--- config.mk ---
export PLATFORM = sky130hd
export DESIGN_NAME = regfile_mp
export DESIGN_NICKNAME = d
export VERILOG_FILES = /design/src/rtl/regfile_pkg.sv /design/src/rtl/regfile_scoreboard.sv /design/src/rtl/regfile_mp.sv
export SDC_FILE = /design/constraint.sdc
export NUM_CORES = 2
export LEC_CHECK = 0
export BUFFER_PORTS_ARGS = -buffer_cell sky130_fd_sc_hd__buf_2
export CAP_MARGIN = 10
export CORE_MARGIN = 2
export CORE_UTILIZATION = 60
export CTS_BUF_LIST = sky130_fd_sc_hd__clkbuf_4 sky130_fd_sc_hd__clkbuf_8
export DETAILED_ROUTE_END_ITERATION = 10
export GPL_TIMING_DRIVEN = 0
export HOLD_SLACK_MARGIN = 0.1
export MAX_ROUTING_LAYER = met4
export PLACE_DENSITY = 0.86
export RECOVER_POWER = 50
export SLEW_MARGIN = 20
export SYNTH_ARGS = -nofsm -noshare
export SYNTH_HDL_FRONTEND = slang
export SYNTH_SLANG_ARGS = --single-unit
--- constraint.sdc ---
create_clock -name clk -period 5.55 [get_ports clk]
set_input_delay 1.665 -clock clk [delete_from_list [all_inputs] [get_ports clk]]
set_output_delay 1.665 -clock clk [all_outputs]
set_load 0.02 [all_outputs]
--- src/rtl/regfile_pkg.sv ---
// Shared definitions for the multi-port GPR file: default geometry,
// the register index type and the architecturally special registers.
package regfile_pkg;

    localparam int DATA_W_DEF = 32;
    localparam int ADDR_W_DEF = 5;

    typedef logic [ADDR_W_DEF-1:0] reg_idx_t;

    // $0 is hardwired to zero; $ra is the link register for jal/jalr.
    localparam reg_idx_t REG_ZERO = 5'd0;
    localparam reg_idx_t REG_RA   = 5'd31;

endpackage

--- src/rtl/regfile_scoreboard.sv ---
// Per-register busy scoreboard. Issue marks a destination busy; the
// completing write-back clears it. A new producer issued in the same cycle
// as the old one completes keeps the register busy.
module regfile_scoreboard
    import regfile_pkg::*;
#(
    parameter int ADDR_W = ADDR_W_DEF,
    parameter int NWR    = 1
) (
    input  logic                  clk,
    input  logic                  reset,
    input  logic                  sb_set,
    input  logic [ADDR_W-1:0]     sb_addr,
    input  logic [NWR-1:0]        wr_en,
    input  logic [NWR*ADDR_W-1:0] wr_addr,
    output logic [2**ADDR_W-1:0]  busy,
    output logic                  any_busy
);

    localparam int DEPTH = 2**ADDR_W;

    logic [DEPTH-1:0] busy_next;

    // Clears from write-back first, then the issue set on top so it wins; $0 never busy.
    always_comb begin
        busy_next = busy;
        for (int j = 0; j < NWR; j++) begin
            if (wr_en[j]) begin
                busy_next[wr_addr[j*ADDR_W +: ADDR_W]] = 1'b0;
            end
        end
        if (sb_set) begin
            busy_next[sb_addr] = 1'b1;
        end
        busy_next[ADDR_W'(REG_ZERO)] = 1'b0;
    end

    // Busy vector register, cleared asynchronously by the active-low reset.
    always_ff @(posedge clk or negedge reset) begin
        if (!reset) begin
            busy <= '0;
        end else begin
            busy <= busy_next;
        end
    end

    assign any_busy = |busy;

endmodule

--- src/rtl/regfile_mp.sv ---
// Multi-port GPR file with same-cycle write-to-read bypass and a busy
// scoreboard. Optional write trace enabled by defining REGFILE_TRACE_EN.
module regfile_mp
    import regfile_pkg::*;
#(
    parameter int DATA_W = DATA_W_DEF,
    parameter int ADDR_W = ADDR_W_DEF,
    parameter int NRD    = 2,
    parameter int NWR    = 1
) (
    input  logic                  clk,
    input  logic                  reset,
    input  logic [NRD*ADDR_W-1:0] rd_addr,
    output logic [NRD*DATA_W-1:0] rd_data,
    output logic [NRD-1:0]        rd_busy,
    input  logic [NWR-1:0]        wr_en,
    input  logic [NWR*ADDR_W-1:0] wr_addr,
    input  logic [NWR*DATA_W-1:0] wr_data,
    input  logic [NWR*32-1:0]     wr_pc,
    input  logic                  sb_set,
    input  logic [ADDR_W-1:0]     sb_addr,
    output logic                  any_busy
);

    localparam int DEPTH = 2**ADDR_W;

    logic [DATA_W-1:0] rf [DEPTH];
    logic [DEPTH-1:0]  busy;

    // Storage: later (higher-index) ports override earlier ones on the same address.
    always_ff @(posedge clk or negedge reset) begin
        if (!reset) begin
            for (int k = 0; k < DEPTH; k++) begin
                rf[k] <= '0;
            end
        end else begin
            for (int j = 0; j < NWR; j++) begin
                if (wr_en[j] && (wr_addr[j*ADDR_W +: ADDR_W] != ADDR_W'(REG_ZERO))) begin
                    rf[wr_addr[j*ADDR_W +: ADDR_W]] <= wr_data[j*DATA_W +: DATA_W];
                end
            end
        end
    end

    regfile_scoreboard #(
        .ADDR_W (ADDR_W),
        .NWR    (NWR)
    ) u_scoreboard (
        .clk      (clk),
        .reset    (reset),
        .sb_set   (sb_set),
        .sb_addr  (sb_addr),
        .wr_en    (wr_en),
        .wr_addr  (wr_addr),
        .busy     (busy),
        .any_busy (any_busy)
    );

    for (genvar i = 0; i < NRD; i++) begin : g_rd
        logic [ADDR_W-1:0] addr;
        logic [DATA_W-1:0] data;
        logic              hit;

        assign addr = rd_addr[i*ADDR_W +: ADDR_W];

        // Read mux with forwarding from the write ports; $0 and reset force zero.
        always_comb begin
            data = rf[addr];
            hit  = 1'b0;
            for (int j = 0; j < NWR; j++) begin
                if (wr_en[j] && (wr_addr[j*ADDR_W +: ADDR_W] == addr)) begin
                    data = wr_data[j*DATA_W +: DATA_W];
                    hit  = 1'b1;
                end
            end
            if ((addr == ADDR_W'(REG_ZERO)) || !reset) begin
                data = '0;
                hit  = 1'b0;
            end
        end

        assign rd_data[i*DATA_W +: DATA_W] = data;
        assign rd_busy[i] = reset & busy[addr] & ~hit;
    end

`ifdef REGFILE_TRACE_EN
    // Trace every enabled write port in index order, including writes to $0.
    always @(posedge clk) begin
        if (reset) begin
            for (int j = 0; j < NWR; j++) begin
                if (wr_en[j]) begin
                    $display("%d@%h: $%d <= %h", $time, wr_pc[j*32 +: 32],
                             wr_addr[j*ADDR_W +: ADDR_W], wr_data[j*DATA_W +: DATA_W]);
                end
            end
        end
    end
`else
    logic unused_pc;
    assign unused_pc = ^wr_pc;
`endif

endmodule
==> metrics.cfg <==
[cts]
cts_buffer_depth = 3
cts_buffers = 175
cts_hold_buffers = 0
cts.htree.levels = 4
cts_tree = yes
cts-root-buf = clkbuf_8
clock-sinks = 1055
clk_latency_ns = 0.90
clkTransAtPathRegs_ns = 0.06

[grt]
grt_util_met3 = 0.2669
use_met1 = 0.5795
gr-total-overflow = 0
grt_pass1_wl_um = 329400
first_global_vias = 45530
antenna_found_initial = 25
grt_busiest_layer = met2
grt_max_degree = 140
use_met2 = 0.6365
grt_usage = 0.4943

[setup_path]
crit_fanout = 10
critical_path_class = input port to output port
r2r_start = rf[529]
reg2reg_slack_ns = 4.55
cp.required_ns = 3.88
crit_start = rd_addr[7]
end_kind = output port
r2r_cells = 1
start_kind = input port
timing.rr.end = rf[529]
arrival_ns = 4.07

[synthesis]
synth_area_leaders = dfrtp_1 (46%), mux2_2 (21%), mux4_2 (13%), mux2i_1 (7.7%), a22oi_1 (1.6%)
synth_area_um2 = 57590
synth_top_area_frac = 0.4584
synth-seq-cells = 1055
syn_avg_cell_area_um2 = 13.84
synthFlopType = dfrtp_1
ys_top_cells_by_count = mux2_2 (1065), dfrtp_1 (1055), mux2i_1 (441)
synth_edf_count = 0
netlist_instances = 4162
synth_area_leader_cell = dfrtp_1
synthArstFlopShare = 1.000
synth_warnings = 0
yosysUniqueCellTypes = 51
ys_seq_area_frac = 0.4584
synth_nets = 4250
synth_most_common_cell = mux2_2

[floorplanning]
initial_core_util = 0.6061
die_w_um = 313.8
ioPinCount = 155
coreArea_um2 = 95010
die_area_um2 = 98470
die_h_um = 313.8
row_count = 113

[timing]
max-slew-margin-rel = -1.434
slew_violations = 767
hold_violations = 0
fmax_mhz = 174.4
final-setup-viol-count = 50
fin_crit_sh = 1.033
fin_worst_skew_ns = 0
rsz0062_at_grt = true
period_needed_ns = 5.734
worst_pin_slew_ns = 3.650
fin_ws_ns = -0.1840

[layout]
fillers = 6210
drive_above_1_share = 0.4969
fin_nets = 4610
instances_no_fill = 5963
post-route-util = 0.7002
area_delta_synth_final_pct = 15.52

[worst_hold_path]
min_to = rf[993]
min_path_cells = 1
hp-class = register to register
hp-start = rf[993]

[detailed_routing]
drc = 0
routed_wl_um = 239400
wl_per_cell_um = 40.16
dr.pass1.iters = 9
drt_iter0_drc = 8820
vias_per_cell = 7.763
ant_nets = 0
vias = 46290

[power]
power_density_nw_per_um2 = 357.1
p_leak_nw = 29.91
ir_worst_vdd_v = 0.0002359

[place]
dp.cells = 5548
numPortBuffers = 113
preCtsSetupSlack_ns = -2.186
gp_congestion = 1.072
dp_hpwl_um = 161200

[run]
maxCapViolations = 12

[outcome]
failed_checks = capacitance limit, slew limit, setup timing
status = finished with violations

timing repair:
item	4_1_cts	5_1_grt
resized for setup	452	161
buffers inserted	22	26
pin swaps	21	25
gates cloned	12	5
endpoints found under the setup margin	66	64
logic make-up (layout without fill, tap and decap cells):
kind of cell,after synthesis,in the layout,synth area share
AOI/OAI and AO/OA,486,486,0.06036
xor gates and xnor gates,7,7,0.001065
buffers and inverters,469,972,0.03880
DFF,1055,1055,0.4584
muxes,1842,1842,0.4163
other,0,33,0
and+or+nand+nor,303,303,0.02503
flip-flops by register name, indices dropped and copies added, names as in the netlist:
| register | flops |
|---|---|
| u_scoreboard.busy | 31 |
| rf | 1024 |
per-layer routing:
layer / vias up / wire, um
met4: 0 / 21710
met5: - / 0
met1: 23360 / 79570
met2: 4773 / 95640
met3: 1433 / 42530
li1: 16730 / -
cells in the final DEF (no fill, tap or decap), types with 60 or more instances in the layout:
cell	netlist	final
buf_6	20	60
clkbuf_4	0	77
nand2_1	122	114
o21ai_0	81	62
a22oi_1	126	122
a21oi_1	82	68
mux4_2	336	336
mux2_2	1065	1065
buf_2	178	188
dfrtp_1	1055	1055
clkbuf_1	206	150
buf_4	27	92
mux2i_1	441	438
clkbuf_8	0	235
area by class of cell:
class / instances / area (um2) / share of cell area
Clock inverter: 40 / 370.4 / 0.005567
Multi-Input combinational cell: 2638 / 29750 / 0.4472
Tap cell: 1265 / 1583 / 0.02379
Sequential cell: 1055 / 26400 / 0.3968
Clock buffer: 280 / 3510 / 0.05276
Antenna cell: 33 / 82.58 / 0.001241
Timing Repair Buffer: 186 / 1344 / 0.02020
Inverter: 4 / 15.01 / 0.0002257
Buffer: 462 / 3468 / 0.05213
where the power goes:
part	switching, mW	internal [mW]	total [mW]
combinational	2.70	2.85	5.55
clock	3.50	4.25	7.75
sequential	1.29	9.17	10.5
total	7.49	16.3	23.8
stage by stage:
stage / instance area, um2 / total power [mW] / hold WS (ns) / setup TNS, ns
floorplan: 57590 / 13.57 / 0.4413 / 0
global placement: 59740 / 15.08 / 0.4550 / -
detailed placement: 59980 / 15.38 / 0.4676 / -102.84
CTS: 66000 / 23.13 / 0.4794 / -0.1039
global route: 66510 / 24.22 / 0.4995 / -0.4181
finish: 66530 / 23.75 / 0.4835 / -3.230
worst max-delay path, stage by stage:
cell	delay (ns)
buf_4	0.26
buf_8	0.25
buf_6	0.31
mux2i_1	0.14
a22oi_1	0.22
a21oi_2	0.16
a211o_1	0.38
o21ai_2	0.36
buf_2	0.24
worst max path at each step:
stage,slack (ns),to
floorplan,0.36,rd_data[13]
global placement,-21.61,rd_data[16]
detailed placement,-2.19,rd_data[60]
CTS,-0.06,rd_data[31]
global route,-0.12,rd_data[29]
finish,-0.18,rd_data[60]
Note: power is estimated with default switching activity, not from simulation.
